$ cat src/rtl/io_responder.sv
// Device-side responder for the four-lane processor I/O handshake: output words are
// caught and handed to peripheral sinks, and buffered peripheral words are offered to the processor.
module io_lane #(
  parameter int LANE_W = 32
) (
  input  logic              clk,
  input  logic              rst_n,
  input  logic              enter_out,
  input  logic [LANE_W-1:0] dout,
  input  logic              sink_ack,
  output logic [LANE_W-1:0] sink_data,
  output logic              sink_valid,
  output logic              done_out,
  input  logic              src_valid,
  input  logic [LANE_W-1:0] src_data,
  input  logic              consume,
  output logic [LANE_W-1:0] din,
  output logic              src_ack,
  output logic              full
);
  // Each busy state owns exactly one bit, so the handshake outputs come straight off flops.
  typedef enum logic [1:0] {O_IDLE = 2'b00, O_SINK = 2'b01, O_DONE = 2'b10} o_state_t;
  typedef enum logic {I_EMPTY = 1'b0, I_FULL = 1'b1} i_state_t;

  o_state_t o_q, o_d;
  i_state_t i_q, i_d;
  logic     capture;

  always_ff @(posedge clk or negedge rst_n)
    if (!rst_n) o_q <= O_IDLE;
    else        o_q <= o_d;

  always_comb begin
    o_d = o_q;
    case (o_q)
      O_IDLE:  if (enter_out)  o_d = O_SINK;
      O_SINK:  if (sink_ack)   o_d = O_DONE;
      O_DONE:  if (!enter_out) o_d = O_IDLE;
      default: o_d = O_IDLE;
    endcase
  end

  assign sink_valid = o_q[0];
  assign done_out   = o_q[1];

  always_ff @(posedge clk or negedge rst_n)
    if (!rst_n)                          sink_data <= '0;
    else if (o_q == O_IDLE && enter_out) sink_data <= dout;

  always_ff @(posedge clk or negedge rst_n)
    if (!rst_n) i_q <= I_EMPTY;
    else        i_q <= i_d;

  always_comb begin
    i_d     = i_q;
    capture = 1'b0;
    case (i_q)
      I_EMPTY: if (src_valid) begin
        capture = 1'b1;
        i_d     = I_FULL;
      end
      I_FULL:  if (consume) i_d = I_EMPTY;
      default: i_d = I_EMPTY;
    endcase
  end

  assign full = (i_q == I_FULL);

  always_ff @(posedge clk or negedge rst_n)
    if (!rst_n) begin
      din     <= '0;
      src_ack <= 1'b0;
    end else begin
      src_ack <= capture;
      if (capture) din <= src_data;
    end
endmodule

module io_responder #(
  parameter int LANE_W = 32
) (
  input  logic                clk,
  input  logic                rst_n,
  input  logic [4*LANE_W-1:0] dev_out,
  input  logic [3:0]          enter_out,
  output logic [3:0]          done_out,
  input  logic                in_ready,
  output logic [4*LANE_W-1:0] dev_in,
  output logic [3:0]          enter_in,
  output logic [4*LANE_W-1:0] sink_data,
  output logic [3:0]          sink_valid,
  input  logic [3:0]          sink_ack,
  input  logic [4*LANE_W-1:0] src_data,
  input  logic [3:0]          src_valid,
  output logic [3:0]          src_ack
);
  localparam int NUM_LANES = 4;

  logic [NUM_LANES-1:0] full, consume, pick;

  // A granted word is consumed when the processor drops in_ready.
  assign consume = {NUM_LANES{~in_ready}} & enter_in;

  for (genvar i = 0; i < NUM_LANES; i++) begin : g_lane
    io_lane #(.LANE_W(LANE_W)) u_lane (
      .clk        (clk),
      .rst_n      (rst_n),
      .enter_out  (enter_out[i]),
      .dout       (dev_out[i*LANE_W +: LANE_W]),
      .sink_ack   (sink_ack[i]),
      .sink_data  (sink_data[i*LANE_W +: LANE_W]),
      .sink_valid (sink_valid[i]),
      .done_out   (done_out[i]),
      .src_valid  (src_valid[i]),
      .src_data   (src_data[i*LANE_W +: LANE_W]),
      .consume    (consume[i]),
      .din        (dev_in[i*LANE_W +: LANE_W]),
      .src_ack    (src_ack[i]),
      .full       (full[i])
    );
  end

  always_comb begin
    pick = '0;
    for (int i = NUM_LANES-1; i >= 0; i--)
      if (full[i]) begin
        pick    = '0;
        pick[i] = 1'b1;
      end
  end

  // Grant is taken once per in_ready window and frozen until in_ready falls.
  always_ff @(posedge clk or negedge rst_n)
    if (!rst_n)               enter_in <= '0;
    else if (!in_ready)       enter_in <= '0;
    else if (enter_in == '0)  enter_in <= pick;
endmodule
$ cat config.mk
export PLATFORM = sky130hd
export DESIGN_NAME = io_responder
export DESIGN_NICKNAME = d
export VERILOG_FILES = /design/src/rtl/io_responder.sv
export SDC_FILE = /design/constraint.sdc
export NUM_CORES = 1
export LEC_CHECK = 0
export ABC_AREA = 1
export CAP_MARGIN = 20
export CORE_AREA = 2 2 209 211
export CTS_BUF_LIST = sky130_fd_sc_hd__clkbuf_2 sky130_fd_sc_hd__clkbuf_4 sky130_fd_sc_hd__clkbuf_8
export DETAILED_ROUTE_END_ITERATION = 6
export DIE_AREA = 0 0 211 213
export GPL_TIMING_DRIVEN = 0
export SYNTH_ARGS = -nofsm -noshare
export SYNTH_HDL_FRONTEND = slang
export SYNTH_SLANG_ARGS = --single-unit
$ cat constraint.sdc
create_clock -name clk -period 1.2 [get_ports clk]
set_input_delay 0.24 -clock clk [delete_from_list [all_inputs] [get_ports clk]]
set_output_delay 0.24 -clock clk [all_outputs]
set_load 0.1 [all_outputs]
==> flow_summary.toml, run 1 <==
[cts]
cts_max_level = 2
cts_tree = "yes"
clock-sinks = 276
clockRootBuffer = "clkbuf_8"
cts_buffers = 50
clk_path_buf_depth = 3
clkLatencyLatePin_ns = 0.61
path_clk_slew_ns = 0.06

[timing]
post-route-period-util_pct = 127.8
fin_crit_ns = 1.534
slew_headroom_pct = 45.20
fmax_mhz = 651.9
report.final.slew_viol_count = 0
whs_ns = -0.4373
worst_slack_ns = -0.3341
clock_skew_ns = 0.02628
hold_violations = 109
rsz0062_at_grt = "true"
setup_tns_ns = -76.07
worstMarginPinSlew_ns = 0.8220
setup_viol = 402

[synth]
synth_cell_types = 15
ys.warnings.count = 0
synth-seq-cells = 276
synth_nets = 1475
seq_area_frac_synth_pct = 64.15
synthCells = 1204
syn_area_per_cell_um2 = 8.942
synth.cell_area_um2 = 10770

[worst_setup_path]
worstSetupPathType = "register to output port"
r2r-start = "g_lane[0].u_lane.o_q[1]$_DFFE_PN0P_"
cp_cell_sequence = "buf_6 -> buf_12"
worstSetupEndpoint = "sink_valid[0]"
worst_ep_arrival_time_ns = 1.29
cp.required_ns = 0.96
critPathCaptureType = "output port"
crit_fanout = 2
reg2reg_to = "g_lane[0].u_lane.sink_data[7]$_DFFE_PN0P_"
critPathMaxStageDelay_ns = 0.40
cp.buffers_inverters = 2
slowest_stage = "dfrtp_1"
cp_num_cells = 2
start_kind = "register"
crit_start = "g_lane[0].u_lane.o_q[0]$_DFFE_PN0P_"
path_delay_family = "flip-flops"
rrSetupSlack_ns = -0.17
worst-r2r-cell-count = 7

[global_route]
grt_max_degree = 90
antenna_found_initial = 4
grtUsageTotal_pct = 18.18
grt_pass1_vias = 10920
grt_overflow_total = 0
grt_pass1_wl_mm = 62.82

[die]
rows = 76
core-area_um2 = 42700
pin_count = 543
die_y_um = 213
start_util_pct = 25.22
chipWidth_um = 211
dieArea_um2 = 44940

[place]
dpl_cell_area_um2 = 16930
placed_cells = 2291
place_ws_ns = -0.7847
hpwlAfterDp_mm = 29.30
gp_congestion = 0.8005
port_buffers = 538

[finish]
area_growth_pct = 111.8
stdcell_count = 2507
drive_above_1_share_pct = 35.89
layout_commonest_cell = "nand2_1"
fin_area_um2 = 22800
final_cell_mix = "573 x nand2_1, 278 x buf_12, 265 x clkdlybuf4s50_1, 262 x dfrtp_1, 117 x nand3_1"
nNetsFinal = 2195

[detailed_routing]
drt-initial-drc-count = 458
routedWlPerCell_um = 17.49
antenna_left = 0
drc = 0
via_per_inst = 4.358
first_pass_iters = 6
drt-total-wl_mm = 43.85
dr_total_vias = 10930

[worst_hold_path]
hold_class = "input port to asynchronous set/reset pin"

[status]
violations = "negative hold slack, negative setup slack"
status = "complete, but fails checks"

[run]
maxCapViolCount = 0
cells in the mapped netlist:
cell	instances	area share (%)
dfrtp_1	276	64
nor2_1	9	0.31
inv_1	15	0.52
nor2_2	4	0.23
o21ai_0	8	0.37
clkbuf_1	11	0.38
buf_2	45	2.1
nand2_1	668	23
nand3_1	139	6.5
buf_6	3	0.31
buf_12	1	0.19
clkinv_4	1	0.081
buf_4	18	1.3
or2_1	1	0.058
nand2_2	5	0.29
logic make-up after synthesis:
logic type,after synthesis,share of synthesized area (%)
buf+inv,94,4.834
simple gates,826,30.64
flops,276,64.15
compound gates,8,0.3719
sequential cells by signal (all words and copies together), names as in the netlist:
register / cells
g_lane.u_lane.din: 128
g_lane.u_lane.sink_data: 128
g_lane.u_lane.o_q: 8
enter_in: 4
g_lane.u_lane.full: 4
g_lane.u_lane.src_ack: 4
timing repair:
action | 4_1_cts | 5_1_grt
endpoints found under the setup margin | 482 | 522
resized for setup | 2539 | 215
cloned | 10 | 6
hold buffers | 4 | 2
buffers inserted | 51 | 65
pin swaps | 23 | 34
hold endpoints to repair | 146 | 63
metrics by stage:
stage	hold WS, ns	util (%)
floorplan	-0.05559	-
global placement	0.4524	39.44
detailed placement	0.1977	39.65
CTS	-0.4852	50.50
global route	-0.4609	53.41
finish	-0.4373	53.41
layer usage:
layer | vias to the layer above | track usage [%] | part of all wire (%)
met5 | - | 0 | 0.030
met1 | 5185 | 20.61 | 38
met3 | 84 | 7.251 | 9.6
li1 | 5184 | - | -
met4 | 2 | 6.338 | 3.0
met2 | 471 | 31.07 | 50
final cells by class:
type	instances	area [µm²]
fillers	3530	19890
flip-flops and latches	276	6924
plain buffers	73	684.4
multi-input cells	834	3870
repair buffers	673	9480
well taps	546	683.2
inverters	16	77.57
clock buffers	79	987.2
clock inverters	8	92.59
diodes	2	5.005
worst min path at each step:
stage | startpoint | end | slack [ns] | depth (start not counted)
6_report | rst_n | g_lane[3].u_lane.sink_data[29]$_DFFE_PN0P_ | -0.44 | 1
5_1_grt | rst_n | g_lane[3].u_lane.sink_data[26]$_DFFE_PN0P_ | -0.46 | 1
4_1_cts | rst_n | g_lane[3].u_lane.sink_data[29]$_DFFE_PN0P_ | -0.49 | 1
3_5_place_dp | rst_n | g_lane[3].u_lane.sink_data[30]$_DFFE_PN0P_ | 0.20 | 1
3_3_place_gp | g_lane[2].u_lane.sink_data[23]$_DFFE_PN0P_ | g_lane[2].u_lane.sink_data[23]$_DFFE_PN0P_ | 0.45 | 2
2_1_floorplan | rst_n | enter_in[0]$_DFFE_PN0P_ | -0.06 | 0
Power of run 1 is left out: the tool's default activity adds up to more than one toggle a clock period on the data nets, which glitch-free logic cannot reach.
==> inputs of run 2 (changes only) <==
--- a/config.mk
+++ b/config.mk
@@ -12,6 +12,7 @@
 export DETAILED_ROUTE_END_ITERATION = 6
 export DIE_AREA = 0 0 211 213
 export GPL_TIMING_DRIVEN = 0
+export PLACE_DENSITY = 0.51
 export SYNTH_ARGS = -nofsm -noshare
 export SYNTH_HDL_FRONTEND = slang
 export SYNTH_SLANG_ARGS = --single-unit
==> constraint.sdc (replaced) <==
create_clock -name clk -period 1.6 [get_ports clk]
set_input_delay 0.32 -clock clk [delete_from_list [all_inputs] [get_ports clk]]
set_output_delay 0.32 -clock clk [all_outputs]
set_load 0.1 [all_outputs]
==> run 2 against run 1 <==
  * The run now ends clean
  * Final cell count is 3.6% lower
  * Clock skew is 0.012 ns lower
  * Critical path depth shrank 1
  * Sequential cell count unchanged
==> flow_summary.toml, run 2 (same netlist as run 1, synthesis figures left out) <==
[status]
status = "completed"

[timing]
setup_viol = 0
clock_skew_ns = 0.01446
post-route-period-util_pct = 97.66
fin_crit_ns = 1.563
hold_violations = 0
rsz0062_at_grt = "true"
report.final.slew_viol_count = 0
worstMarginPinSlew_ns = 0.5960
worst_slack_ns = 0.03748
slew_headroom_pct = 60.27
fmax_mhz = 640.0

[detailed_routing]
drt-total-wl_mm = 41.67
drt-initial-drc-count = 526
dr_total_vias = 10230
via_per_inst = 4.234
drc = 0
first_pass_iters = 4
routedWlPerCell_um = 17.24
antenna_left = 0

[finish]
largestRegisters = "g_lane.u_lane.din: 128 flops, g_lane.u_lane.sink_data: 128 flops, g_lane.u_lane.o_q: 8 flops"
area_growth_pct = 89.73
final_cell_mix = "668 x nand2_1, 265 x dfrtp_1, 265 x clkdlybuf4s50_1, 180 x buf_12, 139 x nand3_1"
layout_commonest_cell = "nand2_1"
drive_above_1_share_pct = 25.88
nNetsFinal = 2105
n_fill_cell = 4002

[worst_setup_path]
cp.buffers_inverters = 1
path_delay_family = "flip-flops"
critPathCaptureType = "output port"
crit_fanout = 2
r2r-start = "g_lane[1].u_lane.o_q[0]$_DFFE_PN0P_"
worstSetupPathType = "register to output port"
slowest_stage = "dfrtp_2"
critPathMaxStageDelay_ns = 0.45
start_kind = "register"
cp.required_ns = 1.28
worst_ep_arrival_time_ns = 1.24
crit_start = "g_lane[3].u_lane.sink_data[26]$_DFFE_PN0P_"
cp_cell_sequence = "buf_12"

[cts]
cts_tree = "yes"
clock-sinks = 276
path_clk_slew_ns = 0.06
clk_path_buf_depth = 3
cts_max_level = 2
clkLatencyLatePin_ns = 0.61
cts_buffers = 52
clockRootBuffer = "clkbuf_8"

[worst_hold_path]
hold_start = "src_data[43]"
hold_class = "input port to register"

[die]
rows = 76
pin_count = 543
chipWidth_um = 211
core-area_um2 = 42700
dieArea_um2 = 44940
die_y_um = 213
start_util_pct = 25.22

[global_route]
antenna_found_initial = 5
grt_overflow_total = 0
grtUsageTotal_pct = 18.01
grt_pass1_vias = 10470
grt_max_degree = 110
grt_pass1_wl_mm = 61.82

[place]
gp_congestion = 0.8202
port_buffers = 538
place_ws_ns = -0.4406
hpwlAfterDp_mm = 30.80

[run]
maxCapViolCount = 0
-- run 2: cell type report --
class / count / area [µm²] / area share, %
Clock inverter: 6 / 55.05 / 0.2695
Clock buffer: 84 / 1056 / 5.170
Tap cell: 546 / 683.2 / 3.344
Buffer: 66 / 365.4 / 1.789
Antenna cell: 1 / 2.502 / 0.01225
Multi-Input combinational cell: 834 / 3339 / 16.35
Sequential cell: 276 / 6920 / 33.88
Inverter: 16 / 65.06 / 0.3185
Timing Repair Buffer: 588 / 7940 / 38.87
-- run 2: final timing paths --
check                                                        endpoint  slack (ns)  cells after the start
hold / removal                   g_lane[1].u_lane.din[11]$_DFFE_PN0P_        0.25                      3
setup / recovery                                       sink_data[122]        0.04                      1
hold reg to reg            g_lane[2].u_lane.sink_data[27]$_DFFE_PN0P_        0.49                      2
min in group asynchronous        g_lane[3].u_lane.din[12]$_DFFE_PN0P_        0.27                      2
max in group asynchronous  g_lane[1].u_lane.sink_data[26]$_DFFE_PN0P_        0.37                      3
setup reg to reg           g_lane[1].u_lane.sink_data[24]$_DFFE_PN0P_        0.14                      6
-- run 2: layer usage --
metal / track usage, % / vias to the layer above / part of all wire (%)
li1: - / 4989 / -
met1: 19.59 / 4753 / 37
met2: 30.37 / 411 / 49
met3: 9.428 / 73 / 11
met4: 5.585 / 8 / 2.6
met5: 0 / - / 0.14
-- run 2: worst min-delay path: cells and delay by family --
kind	cells	cell delay, ns
buf+inv	1	0.39
simple gates	2	0.10
-- run 2: stage by stage --
stage | instance area, µm² | cells | setup TNS (ns) | utilization, % | hold slack (ns)
2_1_floorplan | 10770 | 1204 | 0 | - | 0.02441
3_3_place_gp | 16830 | 2288 | -3533.39 | 39.43 | 0.4536
3_5_place_dp | 16900 | 2290 | -59.32 | 39.57 | 0.3088
4_1_cts | 19310 | 2389 | -0.4381 | 45.22 | 0.1779
5_1_grt | 20430 | 2417 | -1.305 | 47.84 | 0.1839
6_report | 20430 | 2417 | 0 | 47.84 | 0.2472
-- run 2: repair_timing --
item | in CTS | in global routing
hold buffers | 5 | 0
setup buffers | 16 | 27
endpoints found under the setup margin | 272 | 214
hold endpoints to repair | 69 | 0
resized for setup | 2123 | 207
Power of run 2 is left out for the same reason.
